**src/rtl/uart_rx_pkg.sv**
```systemverilog
// Shared types and widths for the UART receiver.
package uart_rx_pkg;

  localparam int unsigned BYTE_W = 8;
  localparam int unsigned CNT_W  = 16;
  localparam int unsigned IDX_W  = 3;

  // Receiver FSM states, 3-bit encoding
  typedef enum logic [2:0] {
    s_IDLE         = 3'd0,
    s_RX_START_BIT = 3'd1,
    s_RX_DATA_BITS = 3'd2,
    s_RX_STOP_BIT  = 3'd3,
    s_CLEANUP      = 3'd4
  } state_t;

endpackage : uart_rx_pkg

```
**src/rtl/uart_rx_clk_counter.sv**
```systemverilog
// Bit-timing counter: clear, increment, and compare against a terminal value.
module uart_rx_clk_counter
  import uart_rx_pkg::*;
(
  input  logic             clk,
  input  logic             rst_n,
  input  logic             clr,
  input  logic             inc,
  input  logic [CNT_W-1:0] term,
  output logic             at_term_c
);

  logic [CNT_W-1:0] cnt_q;
  logic [CNT_W-1:0] cnt_d;

  // Next count: clear wins over increment
  always_comb begin
    cnt_d = cnt_q;
    if (clr) begin
      cnt_d = '0;
    end else if (inc) begin
      cnt_d = cnt_q + CNT_W'(1);
    end
  end

  // Count register with synchronous reset
  always_ff @(posedge clk) begin
    if (!rst_n) begin
      cnt_q <= '0;
    end else begin
      cnt_q <= cnt_d;
    end
  end

  assign at_term_c = (cnt_q == term);

endmodule : uart_rx_clk_counter

```
**src/rtl/uart_rx.sv**
```systemverilog
// 8N1 UART receiver, samples each bit at its midpoint.
module uart_rx
  import uart_rx_pkg::*;
#(
  parameter int unsigned CLKS_PER_BIT = 5208
) (
  input  logic              i_Clock,
  input  logic              i_Enable,
  input  logic              i_RX_Serial,
  output logic              o_RX_DV,
  output logic [BYTE_W-1:0] o_RX_Byte,
  output logic              o_RX_Frame_Err,
  output logic              o_RX_Busy
);

  localparam int unsigned HALF_TERM = (CLKS_PER_BIT - 1) / 2;
  localparam int unsigned FULL_TERM = CLKS_PER_BIT - 1;

  state_t            state_q,  state_d;
  logic [IDX_W-1:0]  idx_q,    idx_d;
  logic [BYTE_W-1:0] shift_q,  shift_d;
  logic [BYTE_W-1:0] byte_q,   byte_d;
  logic              dv_q,     dv_d;
  logic              err_q,    err_d;
  logic              meta_q,   meta_d;
  logic              rx_s_q,   rx_s_d;

  logic              cnt_clr;
  logic              cnt_inc;
  logic [CNT_W-1:0]  cnt_term;
  logic              at_term_c;

  uart_rx_clk_counter u_clk_counter (
    .clk       (i_Clock),
    .rst_n     (i_Enable),
    .clr       (cnt_clr),
    .inc       (cnt_inc),
    .term      (cnt_term),
    .at_term_c (at_term_c)
  );

  // Next-state, datapath and output pulse decode
  always_comb begin
    state_d  = state_q;
    idx_d    = idx_q;
    shift_d  = shift_q;
    byte_d   = byte_q;
    dv_d     = 1'b0;
    err_d    = 1'b0;
    meta_d   = i_RX_Serial;
    rx_s_d   = meta_q;
    cnt_clr  = 1'b0;
    cnt_inc  = 1'b0;
    cnt_term = CNT_W'(FULL_TERM);

    case (state_q)
      s_IDLE: begin
        cnt_clr = 1'b1;
        idx_d   = '0;
        if (!rx_s_q) begin
          state_d = s_RX_START_BIT;
        end
      end

      s_RX_START_BIT: begin
        cnt_term = CNT_W'(HALF_TERM);
        if (at_term_c) begin
          cnt_clr = 1'b1;
          // A line that is high again mid-start-bit was only a glitch
          state_d = rx_s_q ? s_IDLE : s_RX_DATA_BITS;
        end else begin
          cnt_inc = 1'b1;
        end
      end

      s_RX_DATA_BITS: begin
        if (at_term_c) begin
          cnt_clr         = 1'b1;
          shift_d[idx_q]  = rx_s_q;
          if (idx_q == IDX_W'(7)) begin
            idx_d   = '0;
            state_d = s_RX_STOP_BIT;
          end else begin
            idx_d = idx_q + IDX_W'(1);
          end
        end else begin
          cnt_inc = 1'b1;
        end
      end

      s_RX_STOP_BIT: begin
        if (at_term_c) begin
          cnt_clr = 1'b1;
          if (rx_s_q) begin
            byte_d = shift_q;
            dv_d   = 1'b1;
          end else begin
            err_d  = 1'b1;
          end
          state_d = s_CLEANUP;
        end else begin
          cnt_inc = 1'b1;
        end
      end

      s_CLEANUP: begin
        cnt_clr = 1'b1;
        state_d = s_IDLE;
      end

      default: begin
        cnt_clr = 1'b1;
        idx_d   = '0;
        state_d = s_IDLE;
      end
    endcase
  end

  // State, datapath and synchronizer registers
  always_ff @(posedge i_Clock) begin
    if (!i_Enable) begin
      state_q <= s_IDLE;
      idx_q   <= '0;
      shift_q <= '0;
      byte_q  <= '0;
      dv_q    <= 1'b0;
      err_q   <= 1'b0;
      meta_q  <= 1'b1;
      rx_s_q  <= 1'b1;
    end else begin
      state_q <= state_d;
      idx_q   <= idx_d;
      shift_q <= shift_d;
      byte_q  <= byte_d;
      dv_q    <= dv_d;
      err_q   <= err_d;
      meta_q  <= meta_d;
      rx_s_q  <= rx_s_d;
    end
  end

  assign o_RX_DV        = dv_q;
  assign o_RX_Byte      = byte_q;
  assign o_RX_Frame_Err = err_q;
  assign o_RX_Busy      = (state_q != s_IDLE);

endmodule : uart_rx
```
**config.mk**
```make
export PLATFORM = sky130hd
export DESIGN_NAME = uart_rx
export DESIGN_NICKNAME = d
export VERILOG_FILES = /design/src/rtl/uart_rx_pkg.sv /design/src/rtl/uart_rx_clk_counter.sv /design/src/rtl/uart_rx.sv
export SDC_FILE = /design/constraint.sdc
export NUM_CORES = 1
export LEC_CHECK = 0
export BUFFER_PORTS_ARGS = -buffer_cell sky130_fd_sc_hd__buf_4
export CORE_AREA = 2 2 75 77
export DETAILED_ROUTE_END_ITERATION = 8
export DIE_AREA = 0 0 77 79
export PLACE_DENSITY = 0.65
export REMOVE_ABC_BUFFERS = 1
export SYNTH_ARGS = -nofsm -noshare
export SYNTH_HDL_FRONTEND = slang
export SYNTH_HIERARCHICAL = 1
export SYNTH_SLANG_ARGS = --single-unit
```
**constraint.sdc**
```tcl
create_clock -name i_Clock -period 3.2 [get_ports i_Clock]
set_clock_uncertainty 0.05 [all_clocks]
set_input_delay 0.16 -clock i_Clock [delete_from_list [all_inputs] [get_ports i_Clock]]
set_output_delay 0.16 -clock i_Clock [all_outputs]
set_load 0.01 [all_outputs]
```
==> flow_summary.rst <==
.. list-table::
   :header-rows: 1

   * - Metric
     - Value
   * - Pins over their slew limit
     - 0
   * - Number of filler cells placed in the layout
     - between 500 and 600
   * - Count of final setup violators
     - 0
   * - NumNets Final
     - 240
   * - Achievable clock frequency
     - between 300 and 400 MHz
   * - Final antenna-violating net count
     - 0
   * - Fraction of the mapped netlist area in adder cells
     - between 1.5 and 2%
   * - Leading cell types in the layout, fill and taps excluded
     - dfxtp_1 (42), nand2_1 (25), buf_4 (20)
   * - Growth of design area from synthesis to finish
     - 14.0%
   * - Site row count
     - 27
   * - DR iter-0 viols
     - 35
   * - Post-Synth XOR/XNOR Area
     - around an eighth
   * - Final worst hold slack
     - approximately 0.14 ns
   * - Clock-pin slew on the worst setup and hold paths
     - 0.09 ns
   * - CP arrival
     - between 2 and 3 ns
   * - Horizontal die dimension
     - just under 80 um
   * - Simple-gate area share of the yosys netlist
     - between 20% and 30%
   * - Share of the synthesized area in compound gates (AO/OA/AOI/OAI)
     - about 4.5%
   * - Total count of hold-check failures in the final report
     - 0
   * - Cell chosen for the clock root
     - clkbuf_8
   * - Max capacitance violation total
     - 0
   * - Total length of routed wires
     - about 3600 um
   * - Launching element type of the critical path
     - flop
   * - Number of diodes added for antenna fixing
     - 0
   * - Cell leakage power
     - between 0.8 and 0.9 nW
   * - Share of power burned in registers
     - approximately 57%
   * - Total global routing overflow
     - 0
   * - Required arrival time at the worst endpoint
     - 3.38 ns
   * - Later-pin clock latency in the skew report
     - 0.30 ns
   * - Total of cells resized after clock tree synthesis
     - 0
   * - Total global routing track utilization
     - 13.0%
   * - Peak supply drop
     - about 0.22 mV
   * - Routed via count
     - approximately 1500
   * - R2r endpoint
     - shift_q[3]
   * - Net switching power of the design
     - about 220 uW
   * - Cells after synthesis
     - 212
   * - Post-route core utilization
     - roughly 43%
   * - Number of distinct library cell variants in the gate-level netlist after synthesis
     - between 40 and 50
   * - Synthesized area per cell
     - 9.51 um2
   * - Share of the clock period used by the worst path after layout
     - 86.9%
   * - Synthesis Warnings
     - 6
   * - Area fraction of the dominant cell type after synthesis
     - about two fifths
   * - Floorplan die area
     - a little over 6000 um2
   * - Starting density of the core
     - 37.8%
   * - Worst setup timing slack at the placement stage
     - about 0.38 ns
   * - Source of the worst register-to-register timing path
     - state_q[1]
   * - Share of synthesized area spent on multiplexers
     - 8.93%
   * - Average routed wire per standard cell
     - roughly 12 um
   * - Fin Setup TNS
     - 0 ns
   * - Proportion of layout cells with a drive suffix above 1
     - 15.7%
   * - Boundary Pins
     - 14
   * - Fraction of power consumed by combinational cells
     - about 4.4%
   * - Routability-driven placement congestion ratio
     - about 0.8
   * - DRC viols
     - 0
   * - Combinational family with the most area after synthesis
     - simple AND/OR/NAND/NOR gates
   * - Power Internal
     - 699 uW
   * - Clk sinks
     - between 40 and 50
   * - Level count of the clock H-tree
     - 2
   * - Floorplan die height
     - slightly below 80 um
   * - Logic depth of the worst register-to-register path
     - 9
   * - Seq/Total Area, Yosys
     - around two fifths
   * - Flop and latch count out of synthesis
     - 42
   * - Number of global-route vias before repair
     - around 1400
   * - Pre-Repair DR Iteration Count
     - 4
   * - CTS Buf Count
     - 5
   * - CTS tree
     - built
   * - Minimum clock period
     - between 2 and 3 ns
   * - Initial antenna violation count
     - 0
   * - Relative contribution of the clock network to total power
     - between 30% and 40%
   * - Via density per instance
     - approximately 4.8
   * - Mapped cell area
     - around 2000 um2
   * - Wire length of the first global-routing pass
     - approximately 6300 um
   * - Area of combinational cells with multiple inputs
     - ~1100 um2
   * - HP Class
     - in -> reg
   * - Sink of the worst hold path
     - meta_q
   * - Number of cells on the worst hold path
     - 2
   * - Outcome
     - finished clean
   * - Max transition margin
     - 58.0%
   * - Startpoint of the lowest-slack hold path
     - i_Enable
   * - Reg2Reg Setup Slack
     - between 0.4 and 0.5 ns
   * - Leading post-synthesis cells by cell area
     - dfxtp_1 (42%), mux2i_1 (8.9%), xnor2_1 (7.8%)
   * - Setup repair after global routing missed its margin
     - no
   * - Setup slack after layout
     - approximately 0.42 ns
   * - Crit path kind
     - reg -> reg
   * - Post-synth top area cell
     - dfxtp_1
   * - Pin count of the biggest net entering global routing
     - 28
   * - Combined flip-flop and latch cell area
     - 841 um2
   * - Area of the placeable core
     - between 5000 and 6000 um2
   * - Proportion of total power due to net switching
     - around 24%
   * - Number of port buffers
     - 13
   * - Slew @ Worst Pin
     - about 0.63 ns
   * - Maximum fanout count along the critical path
     - 7
   * - Most common cell after layout, fill and taps aside
     - dfxtp_1
   * - Power Density
     - about 400 nW/um2
   * - Maximum buffer depth of the clock tree
     - 2
   * - Capturing element type of the critical path
     - flop
   * - Placed wire-length estimate after detailed placement
     - around 2500 um
==> logic make-up (layout without fill, tap and decap cells) <==
logic type | after synthesis | in the layout
other | 2 | 7
buffers and inverters | 14 | 32
DFF | 42 | 42
AOI/OAI and AO/OA | 14 | 14
xor gates and xnor gates | 27 | 27
adders and majority gates | 3 | 3
and+or+nand+nor | 92 | 92
muxes | 18 | 18
==> flip-flops by register name, summed over array words and instances (netlist names) <==
| signal | flops |
|---|---|
| meta_q | 1 |
| o_RX_Byte | 8 |
| rx_s_q | 1 |
| o_RX_DV | 1 |
| u_clk_counter/cnt_q | 16 |
| o_RX_Frame_Err | 1 |
| shift_q | 8 |
| idx_q | 3 |
| state_q | 3 |
==> synthesized netlist by cell type, drive strengths merged <==
cell     instances
nor3b            1
a311oi           1
a21oi            4
nand4           10
o21ai            5
inv              3
nor2            18
dfxtp           42
nor4             1
clkbuf           7
nor3             8
conb             2
or3b             1
and4             4
a31o             1
nand3            5
o31a             1
xnor2           18
and2             1
nand2           25
nand2b           5
ha               3
and3             1
and4b            1
xor2             9
nor2b            3
mux2i           18
buf              4
or3              5
a32o             2
nand4bb          2
or4b             1
==> power groups by stage <==
stage	clock network, mW	registers [mW]	logic [mW]
floorplan	0	0.538	0.0244
global placement	0	0.537	0.0398
detailed placement	0	0.538	0.0399
CTS	0.370	0.525	0.0415
global route	0.388	0.526	0.0458
finish	0.354	0.525	0.0408
==> final cells by class <==
type / count / share of cell area (%)
Multi-Input combinational cell: 161 / 48.0
Sequential cell: 42 / 36.6
Tap cell: 72 / 3.92
Inverter: 3 / 0.490
Timing Repair Buffer: 21 / 6.97
Clock buffer: 5 / 2.99
Clock inverter: 3 / 1.09
==> metrics by stage <==
stage	power (mW)	std cells	cell area, um2
after global placement	0.577	298	2190
after floorplan	0.563	206	1950
after CTS	0.936	307	2300
final	0.920	307	2300
after global routing	0.959	307	2300
after detailed placement	0.577	298	2190
==> per-layer routing <==
| layer | GRT usage (%) | wire (um) | up-vias |
|---|---|---|---|
| met5 | 0 | 0 | - |
| met3 | 3.52 | 100 | 9 |
| met2 | 21.2 | 1700 | 18 |
| met1 | 16.3 | 1680 | 668 |
| li1 | - | - | 772 |
| met4 | 5.36 | 70 | 0 |
==> worst max-delay path: stages (launching register included) <==
cell	delay [ns]
dfxtp_1	0.31
or3b_1	0.51
inv_2	0.16
xnor2_1	0.14
nand4_1	0.11
nor4_1	0.37
buf_4	0.21
or4b_4	0.51
nor2_1	0.16
mux2i_1	0.19
==> how the worst max path moves through the flow <==
stage	start	end	slack (ns)	cells after the start
after detailed placement	state_q[1]	shift_q[0]	0.38	9
final	state_q[1]	shift_q[3]	0.42	9
after floorplan	state_q[0]	o_RX_Byte[0]	0.11	8
after global placement	state_q[1]	shift_q[0]	0.44	9
after CTS	state_q[2]	shift_q[0]	0.37	9
after global routing	state_q[0]	shift_q[3]	0.18	9
==> what timing repair did <==
item	4_1_cts	5_1_grt
endpoints found under the hold margin	1	0
hold buffers	1	0
setup buffers	0	0
Power figures use the tool's default switching activity.
